[config.mk]
export PLATFORM = sky130hd
export DESIGN_NAME = pattern_response_compactor_flat
export DESIGN_NICKNAME = d
export VERILOG_FILES = /design/src/rtl/pattern_response_compactor_if.sv /design/src/rtl/pattern_response_compactor.sv /design/src/flat_wrapper.sv
export SDC_FILE = /design/constraint.sdc
export NUM_CORES = 1
export LEC_CHECK = 0
export ABC_AREA = 1
export CAP_MARGIN = 0
export CORE_ASPECT_RATIO = 1.4
export CORE_MARGIN = 4
export CORE_UTILIZATION = 30
export DETAILED_ROUTE_END_ITERATION = 8
export GPL_TIMING_DRIVEN = 0
export PLACE_DENSITY = 0.55
export SYNTH_ARGS = -nofsm -noshare
export SYNTH_HDL_FRONTEND = slang
export SYNTH_SLANG_ARGS = --single-unit
[constraint.sdc]
create_clock -name blif_clk_net -period 2.56 [get_ports blif_clk_net]
set_input_delay 0.512 -clock blif_clk_net [delete_from_list [all_inputs] [get_ports blif_clk_net]]
set_output_delay 0.512 -clock blif_clk_net [all_outputs]
set_load 0.02 [all_outputs]
[src/rtl/pattern_response_compactor_if.sv]
// Bus between the pattern circuit driver and the response compactor.
// Handshake: resp_valid qualifies resp_in on the rising clock edge; there is
// no ready, the compactor accepts every valid response while capturing and
// ignores resp_valid in all other states.
interface pattern_response_compactor_if #(
  parameter int RESP_W = 9,
  parameter int SIG_W  = 16,
  parameter int CNT_W  = 8
);
  logic [RESP_W-1:0] resp_in;
  logic              resp_valid;
  logic              start;
  logic              abort;
  logic [CNT_W-1:0]  num_patterns;
  logic [SIG_W-1:0]  golden;
  logic [SIG_W-1:0]  signature;
  logic [CNT_W-1:0]  pat_cnt;
  logic              busy;
  logic              done;
  logic              pass;

  // Driver side: supplies responses and run control, observes results.
  modport master (
    output resp_in, resp_valid, start, abort, num_patterns, golden,
    input  signature, pat_cnt, busy, done, pass
  );

  // Compactor side.
  modport slave (
    input  resp_in, resp_valid, start, abort, num_patterns, golden,
    output signature, pat_cnt, busy, done, pass
  );
endinterface

[src/rtl/pattern_response_compactor.sv]
// MISR-based response compactor: folds N upstream response words into a
// signature, then compares it against a golden value latched at start.
module pattern_response_compactor #(
  parameter int RESP_W = 9,
  parameter int SIG_W  = 16,
  parameter int CNT_W  = 8
) (
  input  logic                            blif_clk_net,
  input  logic                            blif_reset_net,
  pattern_response_compactor_if.slave     bus,
  output logic [1:0]                      state_o
);

  typedef enum logic [1:0] {
    S_IDLE    = 2'd0,
    S_CAPTURE = 2'd1,
    S_COMPARE = 2'd2,
    S_DONE    = 2'd3
  } state_t;

  localparam logic [SIG_W-1:0] POLY     = SIG_W'(16'h1021);
  localparam logic [SIG_W-1:0] SIG_SEED = {SIG_W{1'b1}};

  state_t            state_q, state_d;
  logic [SIG_W-1:0]  sig_q, sig_d;
  logic [CNT_W-1:0]  cnt_q, cnt_d;
  logic [CNT_W-1:0]  n_q, n_d;
  logic [SIG_W-1:0]  golden_q, golden_d;
  logic              pass_q, pass_d;

  logic start_ok;
  logic accept;
  logic last_resp;

  // A start is honoured only between runs and loses to a simultaneous abort.
  assign start_ok  = bus.start && !bus.abort &&
                     (state_q == S_IDLE || state_q == S_DONE);
  assign accept    = (state_q == S_CAPTURE) && bus.resp_valid && !bus.abort;
  assign last_resp = accept && (cnt_q == n_q - CNT_W'(1));

  // State register.
  always_ff @(posedge blif_clk_net) begin
    if (!blif_reset_net) state_q <= S_IDLE;
    else                 state_q <= state_d;
  end

  // Next-state logic; abort wins over everything except in IDLE.
  always_comb begin
    state_d = state_q;
    case (state_q)
      S_IDLE: begin
        if (start_ok) state_d = (bus.num_patterns == '0) ? S_COMPARE : S_CAPTURE;
      end
      S_CAPTURE: begin
        if (bus.abort)     state_d = S_IDLE;
        else if (last_resp) state_d = S_COMPARE;
      end
      S_COMPARE: begin
        if (bus.abort) state_d = S_IDLE;
        else           state_d = S_DONE;
      end
      S_DONE: begin
        if (bus.abort)     state_d = S_IDLE;
        else if (start_ok) state_d = (bus.num_patterns == '0) ? S_COMPARE : S_CAPTURE;
      end
      default: state_d = S_IDLE;
    endcase
  end

  // Status outputs decoded from registered state only.
  always_comb begin
    bus.busy = (state_q == S_CAPTURE) || (state_q == S_COMPARE);
    bus.done = (state_q == S_DONE);
    state_o  = state_q;
  end

  // Datapath next values: run setup, MISR step, compare result, abort clear.
  always_comb begin
    sig_d    = sig_q;
    cnt_d    = cnt_q;
    n_d      = n_q;
    golden_d = golden_q;
    pass_d   = pass_q;
    if (start_ok) begin
      sig_d    = SIG_SEED;
      cnt_d    = '0;
      n_d      = bus.num_patterns;
      golden_d = bus.golden;
      pass_d   = 1'b0;
    end else if (bus.abort && state_q != S_IDLE) begin
      pass_d = 1'b0;
    end else if (accept) begin
      sig_d = {sig_q[SIG_W-2:0], 1'b0} ^ (sig_q[SIG_W-1] ? POLY : '0) ^
              SIG_W'(bus.resp_in);
      cnt_d = cnt_q + CNT_W'(1);
    end else if (state_q == S_COMPARE) begin
      pass_d = (sig_q == golden_q);
    end
  end

  // Datapath registers.
  always_ff @(posedge blif_clk_net) begin
    if (!blif_reset_net) begin
      sig_q    <= SIG_SEED;
      cnt_q    <= '0;
      n_q      <= '0;
      golden_q <= '0;
      pass_q   <= 1'b0;
    end else begin
      sig_q    <= sig_d;
      cnt_q    <= cnt_d;
      n_q      <= n_d;
      golden_q <= golden_d;
      pass_q   <= pass_d;
    end
  end

  assign bus.signature = sig_q;
  assign bus.pat_cnt   = cnt_q;
  assign bus.pass      = pass_q;

endmodule

[src/flat_wrapper.sv]
// flat-port wrapper written by rule: the top's interface ports become plain ports
module pattern_response_compactor_flat 
#(
  parameter int RESP_W = 9,
  parameter int SIG_W  = 16,
  parameter int CNT_W  = 8
)
  (blif_clk_net, blif_reset_net, state_o, bus_resp_in, bus_resp_valid, bus_start, bus_abort, bus_num_patterns, bus_golden, bus_signature, bus_pat_cnt, bus_busy, bus_done, bus_pass);
  pattern_response_compactor_if #(.RESP_W(RESP_W), .SIG_W(SIG_W), .CNT_W(CNT_W)) bus_i ();
  input  logic blif_clk_net;
  input  logic blif_reset_net;
  output logic [1:0] state_o;
  input wire logic [$bits(bus_i.resp_in)-1:0] bus_resp_in;
  input wire logic [$bits(bus_i.resp_valid)-1:0] bus_resp_valid;
  input wire logic [$bits(bus_i.start)-1:0] bus_start;
  input wire logic [$bits(bus_i.abort)-1:0] bus_abort;
  input wire logic [$bits(bus_i.num_patterns)-1:0] bus_num_patterns;
  input wire logic [$bits(bus_i.golden)-1:0] bus_golden;
  output wire logic [$bits(bus_i.signature)-1:0] bus_signature;
  output wire logic [$bits(bus_i.pat_cnt)-1:0] bus_pat_cnt;
  output wire logic [$bits(bus_i.busy)-1:0] bus_busy;
  output wire logic [$bits(bus_i.done)-1:0] bus_done;
  output wire logic [$bits(bus_i.pass)-1:0] bus_pass;
  assign bus_i.resp_in = bus_resp_in;
  assign bus_i.resp_valid = bus_resp_valid;
  assign bus_i.start = bus_start;
  assign bus_i.abort = bus_abort;
  assign bus_i.num_patterns = bus_num_patterns;
  assign bus_i.golden = bus_golden;
  assign bus_signature = bus_i.signature;
  assign bus_pat_cnt = bus_i.pat_cnt;
  assign bus_busy = bus_i.busy;
  assign bus_done = bus_i.done;
  assign bus_pass = bus_i.pass;
  pattern_response_compactor #(.RESP_W(RESP_W), .SIG_W(SIG_W), .CNT_W(CNT_W)) u_core (.blif_clk_net(blif_clk_net), .blif_reset_net(blif_reset_net), .bus(bus_i), .state_o(state_o));
endmodule
### After elaboration in Yosys (flattened, before gate mapping)

Cells that the tools add are included.

* input port bits: 38
* register bits: 51
* word-level logic and storage cells: 43

* reduce and logical (&&, ||, !) cells: 16
* add/sub/neg operators: 2
* multiplexer cells: 8
* equality and inequality tests: 6
* bitwise logic cells: 5

Operator list (number)
* $eq A16 B16 Y1: 1
* $xor A16 B16 Y16: 1
* $xor A16 B9 Y16: 1
* $mux W13: 1
* $mux W2: 6
* $add A8 B1 Y8 const B: 1
* $eq A8 B8 Y1: 1
* $logic_not A8 Y1: 1
* $pmux W2 S4: 1
* $sub A8 B1 Y8 const B: 1
* $logic_and A1 B1 Y1: 6
* $eq A2 B2 Y1 const B: 2
* $reduce_and A2 Y1: 2
* $ne A3 B2 Y1 const B: 1
* $not A1 Y1: 3
* $reduce_or A3 Y1: 1
* $eq A2 B1 Y1 const B: 1
* $logic_not A2 Y1: 1
* $logic_or A1 B1 Y1: 2
* $reduce_bool A2 Y1: 1
* $reduce_or A2 Y1: 1
* $logic_not A1 Y1: 1

### Longest topological paths before layout

* depth after elaboration: 7
* gate-level depth with buffers: 13
* depth with buffers taken out: 13

### Least setup slack after synthesis

OpenSTA, ideal clock, no wires.

* path kind: register to register
* start: register u_core.state_q[0], in the netlist u_core.state_o[0]
* end: register u_core.state_q[0], in the netlist u_core.state_o[0]
* stages on the path, launching flop included: 10
* arrival time: 1763 ps
* path slack: 682 ps
* data required time: 2445 ps
* clock period less this slack: 1878 ps
* path through: dfxtp_1 -> inv_1 -> ha_1 -> nand3b_2 -> nor2_1 -> nand3_1 -> nand3_1 -> nand2_1 -> a21oi_1 -> nor2_1

* cells in the longest elaborated chain, start to end: 6

Ends and longest elaborated chain
* from (decl): line pattern_response_compactor.sv:24 `state_t state_q, state_d;`
* from (signal assigned): line pattern_response_compactor.sv:44 `else state_q <= state_d;`
* $eq A2 B2 Y1 or $logic_not A2 Y1 (tied branches): line pattern_response_compactor.sv:37, pattern_response_compactor.sv:50
* $logic_or A1 B1 Y1: line pattern_response_compactor.sv:37 `(state_q == S_IDLE || state_q == S_DONE);`
* $logic_and A1 B1 Y1: line pattern_response_compactor.sv:36 `assign start_ok = bus.start && !bus.abort &&`
* $mux W2 (2 in a row)
* $pmux W2 S4: line pattern_response_compactor.sv:50 `case (state_q)`

Several ways; a longest one is shown, not always the timed one.
A chain may end at the register's enable or synchronous reset.

### Worst setup path in the final report

* start: register u_core.state_q[1], in the netlist u_core.state_o[1]
* end: output port bus_busy

* cells in the longest elaborated chain, start to end: 2

Ends and longest elaborated chain
* $eq A2 B1 Y1 or $eq A2 B2 Y1 (tied branches): line pattern_response_compactor.sv:72 `bus.busy = (state_q == S_CAPTURE) || (state_q == S_COMPARE);`
* $logic_or A1 B1 Y1 *: line pattern_response_compactor.sv:72
* to (decl): line flat_wrapper.sv:21 `output wire logic [$bits(bus_i.busy)-1:0] bus_busy;`

Mark *: on every way between the ends. The rest lies on a longest branch, timed or not.

==> flow_summary.ini <==
[setup_path]
worstSetupEndpointType = primary output
startpoint_type = flip-flop
setup.worst_path.class = reg2out
crit_arrival_ns = 1.72
worst-path-max-fanout = 6
r2r_setup_slack_ns = 0.67
worstPathRequired_ns = 2.05
reg2reg_depth = 7

[power_and_ir_drop]
ir_worst_vdd_v = 0.000358
clkPwrFrac_pct = 29.9
powerDensity_mw_per_mm2 = 641
pwr-share-seq_pct = 41.5
p_sw_mw = 0.745
power_switching_share_pct = 32.9
leakagePower_nw = 1.46
combPwrFrac_pct = 28.5
p_int_mw = 1.52

[synthesis]
synth-edff-count = 0
netlist_area_sq_mm = 0.00261
synth_ff_type = dfxtp_1
ys_types = 33
yosysTopAreaCellShare_pct = 39.2
yosysWarningCount = 0
yosysTopAreaCell = dfxtp_1
synth.net_count = 402
ys_ff_latch = 51
synth_common_cells = nand2_1 (59), dfxtp_1 (51), inv_1 (46)
yosysMostFrequentCell = nand2_1
avgSynthCellArea_sq_um = 7.30
synth.area.top_cells = dfxtp_1 (39%), nand2_1 (8.5%), a21oi_1 (7.5%)
synthArstFlopShare_pct = 0
syn_inst = 357
synth_seq_area_share_pct = 39.2

[global_routing]
grt_pass1_wl_microns = 12200
grt_remaining_overflow = 0
grtUsageTotal_pct = 14.8
antenna_found_initial = 0
grt_pass1_vias = 2530
grt_max_degree = 18

[sta]
finalCritPeriodShare_pct = 87.2
hold_viol = 0
fin_worst_skew_ns = 0.00955
min_period_ns = 2.23
setup_violations = 0
max_slew_margin_pct = 66.0
final.setup.tns_ns = 0
grt_setup_unrepaired = false
slew_viol_final = 0
tightest_slew_ns = 0.510
timing.fmax_mhz = 448

[clock_tree]
numClockSinks = 51
cts_setup_buffers = 0
htreeDepth = 2
clkSlewWorstSetupHoldPaths_ns = 0.07
insertion_delay_ns = 0.29
clock_path_buffers = 2
cts_tree = done
cts_hold_buf = 0
numCtsBuffers = 5
ctsResizeCount = 0
root_buffer = clkbuf_16

[hold_path]
min_path_type = reg2reg
worstHoldPathCells = 2

[layout]
num-fill-cells = 910
drive_gt1_share_pct = 6.74
final_cells = 535
nets = 474
n_antenna_cell = 0
syn_to_final_growth_pct = 35.7

[placement]
dpl.cell_count = 527
globalplace.congestion = 0.785
port-buffer-count = 65
dp_hpwl_microns = 5770

[routing]
drtIter0Drc = 79
num_vias = 2557
finalWirelength_microns = 7430
remaining_drc_errors = 0
drt_pass1_iterations = 4
via_per_inst = 4.78
wire_per_inst_microns = 13.9
ant_nets = 0

[die]
core_sq_mm = 0.00851
die_h_microns = 118
num_io_pins = 67
row_count = 40
initial_core_util_pct = 30.6
dieArea_sq_mm = 0.0103
die_w_microns = 86.8

[outcome]
status = completed

[flow_run]
maxCapViolCount = 0
## registers in the layout, indices dropped and copies added (netlist names)
register,count
u_core.bus.pat_cnt,8
u_core.state_o,2
u_core.bus.signature,16
u_core.golden_q,16
u_core.bus.pass,1
u_core.n_q,8
## stage by stage
stage,area [sq um],setup WS (ns),hold slack (ns),power (mW),utilization [%]
6_report,3540,0.327,0.464,2.27,41.6
5_1_grt,3540,0.202,0.483,2.41,41.6
4_1_cts,3540,0.296,0.466,2.29,41.6
3_5_place_dp,3390,0.313,0.453,1.61,39.8
3_3_place_gp,3390,0.325,0.444,1.60,39.8
2_1_floorplan,2610,0.682,0.435,1.37,-
## layout by cell type (no fill, tap or decap), drive strengths merged
master	n
nand3b	1
inv	53
nand2	61
clkbuf	12
o211ai	10
a211o	1
nor2	30
o21ai	34
xor2	7
o22ai	2
nand4	2
nor3	3
xnor2	18
nand3	21
a21oi	39
nor4	1
buf	6
o21a	1
o2111ai	2
clkdlybuf4s50	65
a221oi	1
clkinv	2
ha	7
dfxtp	51
## power by group through the flow
stage                     Clock, mW  Combinational, mW  Sequential, mW
after CTS                     0.692              0.655           0.942
after floorplan                   0              0.402           0.972
after global placement            0              0.643           0.959
final                         0.678              0.647           0.941
after detailed placement          0              0.652           0.960
after global routing          0.725              0.735           0.954
## final timing paths
check                      startpoint                 endpoint
hold reg to reg   u_core.golden_q[10]      u_core.golden_q[10]
hold / removal    u_core.golden_q[10]      u_core.golden_q[10]
setup reg to reg    u_core.state_o[1]  u_core.bus.signature[3]
setup / recovery    u_core.state_o[1]                 bus_busy
## layout make-up
class,instances,area (sq um),area share (%)
Inverter,52,195,5.52
Buffer,13,58.8,1.66
Clock inverter,3,22.5,0.637
Timing Repair Buffer,65,651,18.4
Sequential cell,51,1020,28.9
Multi-Input combinational cell,241,1330,37.7
Clock buffer,5,125,3.54
Tap cell,105,131,3.72
## critical path, stage by stage (launching register included)
cell and delay, ns:
dfxtp_1 0.42, inv_1 0.11, ha_1 0.30, clkdlybuf4s50_1 0.60
## cell families (layout without fill, tap and decap cells)
logic type	count (synthesis)	after routing	share of synthesized area [%]
AND/OR/NAND/NOR	119	119	20.3
AO/OA/AOI/OAI	90	90	19.0
buffers and inverters	65	138	9.75
flip-flops	51	51	39.2
XOR/XNOR	25	25	8.40
adder cells (fa/ha/maj)	7	7	3.36
## layer usage
layer	wire, microns	share of wire, %	up-vias	track usage, %
li1	-	-	1300	-
met1	3050	41	1195	17.6
met2	3970	53	58	27.1
met3	335	4.5	4	2.09
met4	80	1.1	0	4.09
met5	0	0	-	0
No activity file was read; power rests on OpenSTA's default activity.
